$ cat src/rtl/vend_pkg.sv
// Shared vending-machine definitions: default coin count and coin code constants.
// No ports. Optional feature macro used by importers: COIN_DEBOUNCE_EN.
package vend_pkg;

  localparam int unsigned NUM_COINS_DEFAULT = 3;
  localparam int unsigned CODE_W_DEFAULT    = $clog2(NUM_COINS_DEFAULT + 1);

  typedef logic [CODE_W_DEFAULT-1:0] coin_code_t;

  localparam coin_code_t CODE_NONE     = coin_code_t'(0);
  localparam coin_code_t CODE_SHILLING = coin_code_t'(1);
  localparam coin_code_t CODE_FLORIN   = coin_code_t'(2);
  localparam coin_code_t CODE_CROWN    = coin_code_t'(3);

endpackage

$ cat src/rtl/coin_fifo.sv
// Small synchronous FIFO for queued coin codes.
// Ports: clk, rst_n (async active-low), push/wr_data, pop, rd_data_c (head, 0 when
// empty), full, empty, fill (occupancy). Pushes while full are accepted only
// when a pop happens in the same cycle; pops while empty are ignored.
module coin_fifo #(
  parameter int unsigned DATA_W = 2,
  parameter int unsigned DEPTH  = 4,
  localparam int unsigned PTR_W  = $clog2(DEPTH),
  localparam int unsigned FILL_W = $clog2(DEPTH + 1)
) (
  input  logic              clk,
  input  logic              rst_n,
  input  logic              push,
  input  logic [DATA_W-1:0] wr_data,
  input  logic              pop,
  output logic [DATA_W-1:0] rd_data_c,
  output logic              full,
  output logic              empty,
  output logic [FILL_W-1:0] fill
);

  logic [DATA_W-1:0] mem [DEPTH];
  logic [PTR_W-1:0]  wr_ptr;
  logic [PTR_W-1:0]  rd_ptr;
  logic              do_push;
  logic              do_pop;
  logic [FILL_W-1:0] fill_nxt;

  // Occupancy update: push-only increments, pop-only decrements.
  always_comb begin
    do_pop   = pop & ~empty;
    do_push  = push & (~full | do_pop);
    fill_nxt = fill;
    case ({do_push, do_pop})
      2'b10:   fill_nxt = fill + FILL_W'(1);
      2'b01:   fill_nxt = fill - FILL_W'(1);
      default: fill_nxt = fill;
    endcase
  end

  // Pointers wrap naturally since DEPTH is a power of two.
  always_ff @(posedge clk or negedge rst_n) begin
    if (!rst_n) begin
      wr_ptr <= '0;
      rd_ptr <= '0;
      fill   <= '0;
      full   <= 1'b0;
      empty  <= 1'b1;
    end else begin
      if (do_push) wr_ptr <= wr_ptr + PTR_W'(1);
      if (do_pop)  rd_ptr <= rd_ptr + PTR_W'(1);
      fill  <= fill_nxt;
      full  <= (fill_nxt == FILL_W'(DEPTH));
      empty <= (fill_nxt == '0);
    end
  end

  // Storage needs no reset; the empty flag masks stale entries.
  always_ff @(posedge clk) begin
    if (do_push) mem[wr_ptr] <= wr_data;
  end

  assign rd_data_c = empty ? '0 : mem[rd_ptr];

endmodule

$ cat src/rtl/coin_event_encoder.sv
// Coin event encoder: synchronises raw coin-sensor lines, detects insertions as
// rising edges, priority-encodes them (lowest line wins, code = line+1) and queues
// the codes for a valid/ready consumer.
// Ports: clk, rst_n (async active-low), coins (raw async lines), code_valid/code
// (FIFO head), code_ready, collision/overflow (sticky), clear_flags, fill.
// Optional feature macro: COIN_DEBOUNCE_EN adds a per-line stability filter of
// DEBOUNCE_CYC cycles between the synchroniser and the edge detector.
module coin_event_encoder
  import vend_pkg::*;
#(
  parameter int unsigned NUM_COINS    = NUM_COINS_DEFAULT,
  parameter int unsigned CODE_W       = $clog2(NUM_COINS + 1),
  parameter int unsigned FIFO_DEPTH   = 4,
  parameter int unsigned DEBOUNCE_CYC = 4,
  localparam int unsigned FILL_W      = $clog2(FIFO_DEPTH + 1)
) (
  input  logic                 clk,
  input  logic                 rst_n,
  input  logic [NUM_COINS-1:0] coins,
  output logic                 code_valid,
  output logic [CODE_W-1:0]    code,
  input  logic                 code_ready,
  output logic                 collision,
  output logic                 overflow,
  input  logic                 clear_flags,
  output logic [FILL_W-1:0]    fill
);

  // Reject configurations the FIFO and filter cannot support.
  if (FIFO_DEPTH < 2 || (FIFO_DEPTH & (FIFO_DEPTH - 1)) != 0 || DEBOUNCE_CYC == 0) begin : g_bad_cfg
    $error("coin_event_encoder: FIFO_DEPTH must be a power of two >= 2 and DEBOUNCE_CYC >= 1");
  end

  logic [NUM_COINS-1:0] sync1;
  logic [NUM_COINS-1:0] sync2;
  logic [NUM_COINS-1:0] hist;
  logic [NUM_COINS-1:0] level;
  logic [NUM_COINS-1:0] rise;
  logic [CODE_W-1:0]    win_code;
  logic                 multi;
  logic                 push;
  logic                 pop;
  logic                 fifo_full;
  logic                 fifo_empty;
  logic [CODE_W-1:0]    head;

  // Two-flop synchroniser plus edge-history flop per line.
  always_ff @(posedge clk or negedge rst_n) begin
    if (!rst_n) begin
      sync1 <= '0;
      sync2 <= '0;
      hist  <= '0;
    end else begin
      sync1 <= coins;
      sync2 <= sync1;
      hist  <= level;
    end
  end

`ifdef COIN_DEBOUNCE_EN
  localparam int unsigned CNT_W = $clog2(DEBOUNCE_CYC + 1);

  logic [NUM_COINS-1:0] filt;
  logic [CNT_W-1:0]     cnt [NUM_COINS];

  // Filtered level follows sync2 only after DEBOUNCE_CYC consecutive differing cycles.
  always_ff @(posedge clk or negedge rst_n) begin
    if (!rst_n) begin
      filt <= '0;
      for (int i = 0; i < int'(NUM_COINS); i++) cnt[i] <= '0;
    end else begin
      for (int i = 0; i < int'(NUM_COINS); i++) begin
        if (sync2[i] == filt[i]) begin
          cnt[i] <= '0;
        end else if (cnt[i] == CNT_W'(DEBOUNCE_CYC - 1)) begin
          filt[i] <= sync2[i];
          cnt[i]  <= '0;
        end else begin
          cnt[i] <= cnt[i] + CNT_W'(1);
        end
      end
    end
  end

  assign level = filt;
`else
  assign level = sync2;
`endif

  assign rise = level & ~hist;

  // Lowest-index edge wins; clearing the lowest set bit leaves others iff >=2 edges.
  always_comb begin
    win_code = '0;
    for (int i = int'(NUM_COINS) - 1; i >= 0; i--) begin
      if (rise[i]) win_code = CODE_W'(i + 1);
    end
    multi = |(rise & (rise - NUM_COINS'(1)));
    push  = |rise;
  end

  assign pop = code_valid & code_ready;

  coin_fifo #(
    .DATA_W (CODE_W),
    .DEPTH  (FIFO_DEPTH)
  ) u_fifo (
    .clk       (clk),
    .rst_n     (rst_n),
    .push      (push),
    .wr_data   (win_code),
    .pop       (pop),
    .rd_data_c (head),
    .full      (fifo_full),
    .empty     (fifo_empty),
    .fill      (fill)
  );

  assign code_valid = ~fifo_empty;
  assign code       = head;

  // Sticky flags; a set event in the clearing cycle takes priority.
  always_ff @(posedge clk or negedge rst_n) begin
    if (!rst_n) begin
      collision <= 1'b0;
      overflow  <= 1'b0;
    end else begin
      collision <= (collision & ~clear_flags) | multi;
      overflow  <= (overflow & ~clear_flags) | (push & fifo_full & ~pop);
    end
  end

endmodule

$ cat config.mk
export PLATFORM = sky130hd
export DESIGN_NAME = coin_event_encoder
export DESIGN_NICKNAME = d
export VERILOG_FILES = /design/src/rtl/vend_pkg.sv /design/src/rtl/coin_fifo.sv /design/src/rtl/coin_event_encoder.sv
export SDC_FILE = /design/constraint.sdc
export NUM_CORES = 1
export LEC_CHECK = 0
export CORE_ASPECT_RATIO = 0.7
export CORE_MARGIN = 5
export CORE_UTILIZATION = 44
export CTS_CLUSTER_SIZE = 24
export DETAILED_ROUTE_END_ITERATION = 10
export PLACE_DENSITY = 0.72
export SLEW_MARGIN = 25
export SYNTH_ARGS = -nofsm -noshare
export SYNTH_HDL_FRONTEND = slang
export SYNTH_SLANG_ARGS = --single-unit
$ cat constraint.sdc
create_clock -name clk -period 2.57 [get_ports clk]
set_input_delay 0.257 -clock clk [delete_from_list [all_inputs] [get_ports clk]]
set_output_delay 0.257 -clock clk [all_outputs]
set_load 0.01 [all_outputs]
* Word-level counts from Yosys, hierarchy flattened *
Memory sizes are Yosys's and may differ from the RTL's.
Cells that the tools add are included.

cells by class
  add/sub/neg operators = 5
  $mul = 0
  div/mod/pow operators = 0
  $lt $le $gt $ge = 0
  eq/ne operators = 3
  shifts and indexed selects = 0
  mux-type cells = 7
  bitwise operators = 17
  reductions and logical operators = 3

operators with widths
  cell                                              number
  2-to-1 mux 2 bit                                  4
  AND 1 bit                                         7
  AND 3 bit                                         2
  case mux 3 bit (2 select lines)                   1
  OR reduction 3 bit                                2
  subtractor 3 x 1 -> 3 bit, second input constant  2
  adder 2 x 1 -> 2 bit, second input constant       2
  NOT 1 bit                                         4
  adder 3 x 1 -> 3 bit, second input constant       1
  == test 3 bit, second input constant              1
  zero test 3 bit                                   1
  NOT 3 bit                                         1
  bitwise OR 1 bit                                  3
  == test 2 x 1 -> 1 bit, second input constant     1
  == test 2 bit, second input constant              1
  2-to-1 mux 1 bit                                  2

word-level totals
  register bits = 20
  latch bits = 0
  memory bits (writable) = 8
  bits in read-only memories = 0
  input port bits = 7
  memories kept = 1

memories
  name        depth  width  rd ports  clocked after memory_dff  wr ports  RTL line         source
  u_fifo.mem  4      2      1         0                         1         coin_fifo.sv:22  logic [DATA_W-1:0] mem [DEPTH];

* Logic depth before layout (Yosys ltp) *
  depth after elaboration = 8
  gate-level depth with buffers = 9
  mapped depth without buffers = 9

* Cells and area by module *
A second synthesis with hierarchy kept.

unflattened totals
  cell total of the unflattened synthesis = 85
  area total of the unflattened synthesis = 1241.2 um^2

by module, submodules not included
  module              instances  cells each  area each (um^2)  seq. area each (um^2)
  coin_fifo           1          56          840.8             466.7
  coin_event_encoder  1          29          400.4             275.3

* Worst setup path before layout *
No wires, ideal clock.

  path type = register to register
  from = register u_fifo.empty
  to = register u_fifo.empty
  setup time = 0.075 ns
  arrival = 2.143 ns
  required time = 2.495 ns
  slack = 0.352 ns
  stages on the path, launching flop included = 10
  buffers on the path = 0
  clock period less this slack = 2.218 ns
  path through = dfstp_2 > nand2b_2 > a32oi_4 > inv_1 > ha_1 > inv_1 > fa_1 > nor2b_2 > or3b_1 > mux2i_1

between the ends
  longest elaborated chain between the ends = 8

ends and longest elaborated chain
  item                                                     RTL line                                    source
  from (decl)                                              coin_fifo.sv:18                             output logic empty,
  from (signal assigned)                                   coin_fifo.sv:54                             empty <= (fill_nxt == '0);
  NOT 1 bit (*)                                            coin_fifo.sv:31, coin_event_encoder.sv:119
  AND 1 bit                                                coin_event_encoder.sv:102                   assign pop = code_valid & code_ready;
  AND 1 bit (*)                                            coin_fifo.sv:31                             do_pop = pop & ~empty;
  bitwise OR 1 bit                                         coin_fifo.sv:32                             do_push = push & (~full | do_pop);
  AND 1 bit                                                coin_fifo.sv:32
  == test 2 x 1 -> 1 bit or == test 2 bit (tied branches)  coin_fifo.sv:34                             case ({do_push, do_pop})
  case mux 3 bit (2 select lines) (*)                      coin_fifo.sv:34
  zero test 3 bit (*)                                      coin_fifo.sv:54

Mark *: on every way between the ends. The rest lies on a longest branch, timed or not.
A chain may end at the register's enable or synchronous reset.

* Final worst setup path *
  from = register u_fifo.empty
  to = register u_fifo.full

between the ends
  longest elaborated chain between the ends = 8

ends and longest elaborated chain
  item                                                     RTL line                                    source
  NOT 1 bit (*)                                            coin_fifo.sv:31, coin_event_encoder.sv:119
  AND 1 bit                                                coin_event_encoder.sv:102
  AND 1 bit (*)                                            coin_fifo.sv:31
  bitwise OR 1 bit                                         coin_fifo.sv:32
  AND 1 bit                                                coin_fifo.sv:32
  == test 2 x 1 -> 1 bit or == test 2 bit (tied branches)  coin_fifo.sv:34
  case mux 3 bit (2 select lines) (*)                      coin_fifo.sv:34
  == test 3 bit (*)                                        coin_fifo.sv:53                             full <= (fill_nxt == FILL_W'(DEPTH));
  to (signal assigned)                                     coin_fifo.sv:53
  to (decl)                                                coin_fifo.sv:17                             output logic full,

Marks and branches as above.

==> results.yml <==
synthesis:
  yosysWarnings: 0
  synth_area_leaders: "dfrtp_1, edfxtp_1, ha_1"
  synth_ff_type: "dfrtp_1"
  async_flop_share_pct: 71.4
  synth_edf_count: 8
  syn_area_um2: 1200
  syn_inst: 80
  postSynthAreaPerCell_um2: 15.0
  ys_seq_area_share_pct: 62.0
  yosysTopAreaCellShare_pct: 39.7
  synth_nets: 93
  ys_types: 27
  synth_top_area_cell: "dfrtp_1"
  synth-seq-cells: 28
pwr:
  pwr-share-clk_pct: 20.9
  p_switching_mw: 0.433
  leakage_nw: 0.629
  p_per_area_nw_per_um2: 1000
  ir_drop_mv: 0.375
  power_frac_seq_pct: 45.2
  swShare_pct: 29.8
  power_frac_comb_pct: 33.9
  intPower_mw: 1.02
sta:
  max_freq_ghz: 0.429
  holdWs_ns: 0.362
  slew_headroom_pct: 42.3
  setup_viol: 0
  fin_skew_ns: 0.00574
  maxSlewViolCount: 0
  hold_viol_final: 0
  tightest_slew_ns: 0.863
  finalCritPeriodShare_pct: 90.7
  min_period_ns: 2.33
  grt_setup_unrepaired: "false"
  tns_ns: 0
cells_and_area:
  drive_gt1_share_pct: 12.1
  antenna_cells: 0
  areaGrowthSynthToFinish_pct: 21.4
  layout.nets: 113
min_path:
  hp-start: "sync1[1]"
  hold_class: "reg2reg"
placement:
  place_hpwl_mm: 1.44
  gp_congestion: 0.770
  io_buffers: 14
setup_path:
  critPathRequiredTime_ns: 2.77
  startpoint: "u_fifo.empty"
  arrival_ns: 2.53
  crit_type: "reg2reg"
  reg2reg_from: "u_fifo.empty"
  cp-end-kind: "flop"
  cp_max_fo: 4
  start_kind: "flop"
clock_tree:
  cts_inserted_buffers: 3
  clk_latency_ns: 0.28
  cts_setup_buffers: 0
  htree_levels: 1
  postCtsHoldBufs: 0
  cts_buffer_depth: 2
  cts.sinks: 28
  cts_tree: "built"
  clk_pin_slew_ns: 0.09
  ctsResizeCount: 0
  cts_root_buffer: "clkbuf_8"
routing:
  postRouteAntennaNets: 0
  drtPass1Iterations: 4
  dr.first_iter.drc_count: 27
  post_drt_wl_per_cell_um: 14.0
  drt-vias-per-instance: 4.66
  drc: 0
  num_vias: 620
  routed_wl_mm: 1.86
grt:
  grtUsageTotal_pct: 11.2
  antenna_found_initial: 0
  grt_max_degree: 21
  grt_pass1_vias: 658
  grt_pass1_wl_mm: 3.19
  grt-ovfl-total: 0
outcome:
  status: "finished, final reports clean"
floorplan:
  dieArea_um2: 3880
  ios: 15
  rows: 15
  core_um2: 2530
  die_w_um: 72.4
  fp.dieH_um: 53.6
  initial_core_util_pct: 47.3
flow_run:
  drv_cap: 0
-- flip-flops by register name, summed over array words and instances (netlist names), 2 cells and up --
register / count
hist: 3
level: 3
u_fifo.mem: 8
u_fifo.rd_ptr: 2
u_fifo.wr_ptr: 2
sync1: 3
u_fifo.fill: 3
-- path summary, 6_finish.rpt --
check,to,slack (ns),cells after the start
setup reg to reg,u_fifo.full,0.24,9
hold reg to reg,level[1],0.36,0
max in group asynchronous,u_fifo.rd_ptr[0],1.57,1
hold / removal,level[1],0.36,0
min in group asynchronous,sync1[1],0.46,1
setup / recovery,u_fifo.full,0.24,9
-- cell usage after synthesis, types with 2 or more instances --
cell      instances
dfrtp_1          19
inv_1            10
edfxtp_1          8
and2_1            6
ha_1              5
xnor2_1           4
mux2i_1           2
mux4_1            2
nand2_1           2
nand2b_2          2
nand2b_4          2
o21ai_0           2
xor2_1            2
-- routing by layer --
layer  share of wire [%]  global-route usage, %  wire, µm
met5                   0                      0         0
met4                0.75                   2.81        14
met3                 5.8                   4.48       108
met2                  45                   17.8       847
met1                  48                   14.4       891
-- power by group through the flow --
stage / clock (mW) / sequential [mW] / combinational [mW]
final: 0.304 / 0.658 / 0.492
after CTS: 0.310 / 0.661 / 0.502
after global routing: 0.325 / 0.674 / 0.555
after floorplan: 0 / 0.661 / 0.303
after global placement: 0 / 0.662 / 0.483
after detailed placement: 0 / 0.669 / 0.500
-- layout make-up --
cell class                      instances  area (µm²)
Clock buffer                            4        66.3
Fill cell                             221        1080
Inverter                               10        37.5
Multi-Input combinational cell         42         418
Sequential cell                        28         742
Tap cell                               34        42.5
Timing Repair Buffer                   15         148
-- layout by cell type (no fill, tap or decap) --
cell type and count:
clkdlybuf4s50_1 14, a31oi_1 1, mux4_1 2, a32o_1 1
nand2_1 2, or3b_1 1, and2_1 6, nor2b_2 1
o21ai_0 2, a32oi_4 1, mux2_1 1, nor3b_1 1
a21oi_1 1, xor2_1 2, clkbuf_16 1, nand2b_2 2
nand3_1 1, dfstp_2 1, nand2b_4 2, xnor2_1 4
dfrtp_1 19, a21boi_0 1, nor2_1 1, clkbuf_8 3
inv_1 10, mux2i_1 2, ha_1 5, a22o_1 1
fa_1 1, buf_4 1, edfxtp_1 8
-- worst max-delay path, cell delays in order (launching register included) --
cell and delay (ns):
dfstp_2 0.53, nand2b_2 0.17, a32oi_4 0.06, inv_1 0.06
ha_1 0.17, inv_1 0.06, fa_1 0.50, nor2b_2 0.16
or3b_1 0.37, mux2i_1 0.16
-- kinds of logic after synthesis --
| family | synth area share [%] |
|---|---|
| buffers and inverters | 3.14 |
| adder cells (fa/ha/maj) | 6.90 |
| flip-flops | 62.0 |
| multiplexers | 7.00 |
| XOR/XNOR | 4.39 |
| AND/OR/NAND/NOR | 10.3 |
| AO/OA/AOI/OAI | 6.27 |
-- per-stage QoR --
| stage | instance area [µm²] | setup WS [ns] | utilization (%) | power [mW] | instances |
|---|---|---|---|---|---|
| 6_report | 1450 | 0.240 | 57.4 | 1.45 | 133 |
| 4_1_cts | 1450 | 0.211 | 57.4 | 1.47 | 133 |
| 3_5_place_dp | 1390 | 0.0733 | 54.8 | 1.17 | 129 |
| 2_1_floorplan | 1200 | 0.352 | - | 0.963 | 80 |
| 3_3_place_gp | 1390 | 0.122 | 54.8 | 1.14 | 129 |
| 5_1_grt | 1450 | 0.0336 | 57.4 | 1.55 | 133 |
(Power assumes the default switching activity.)
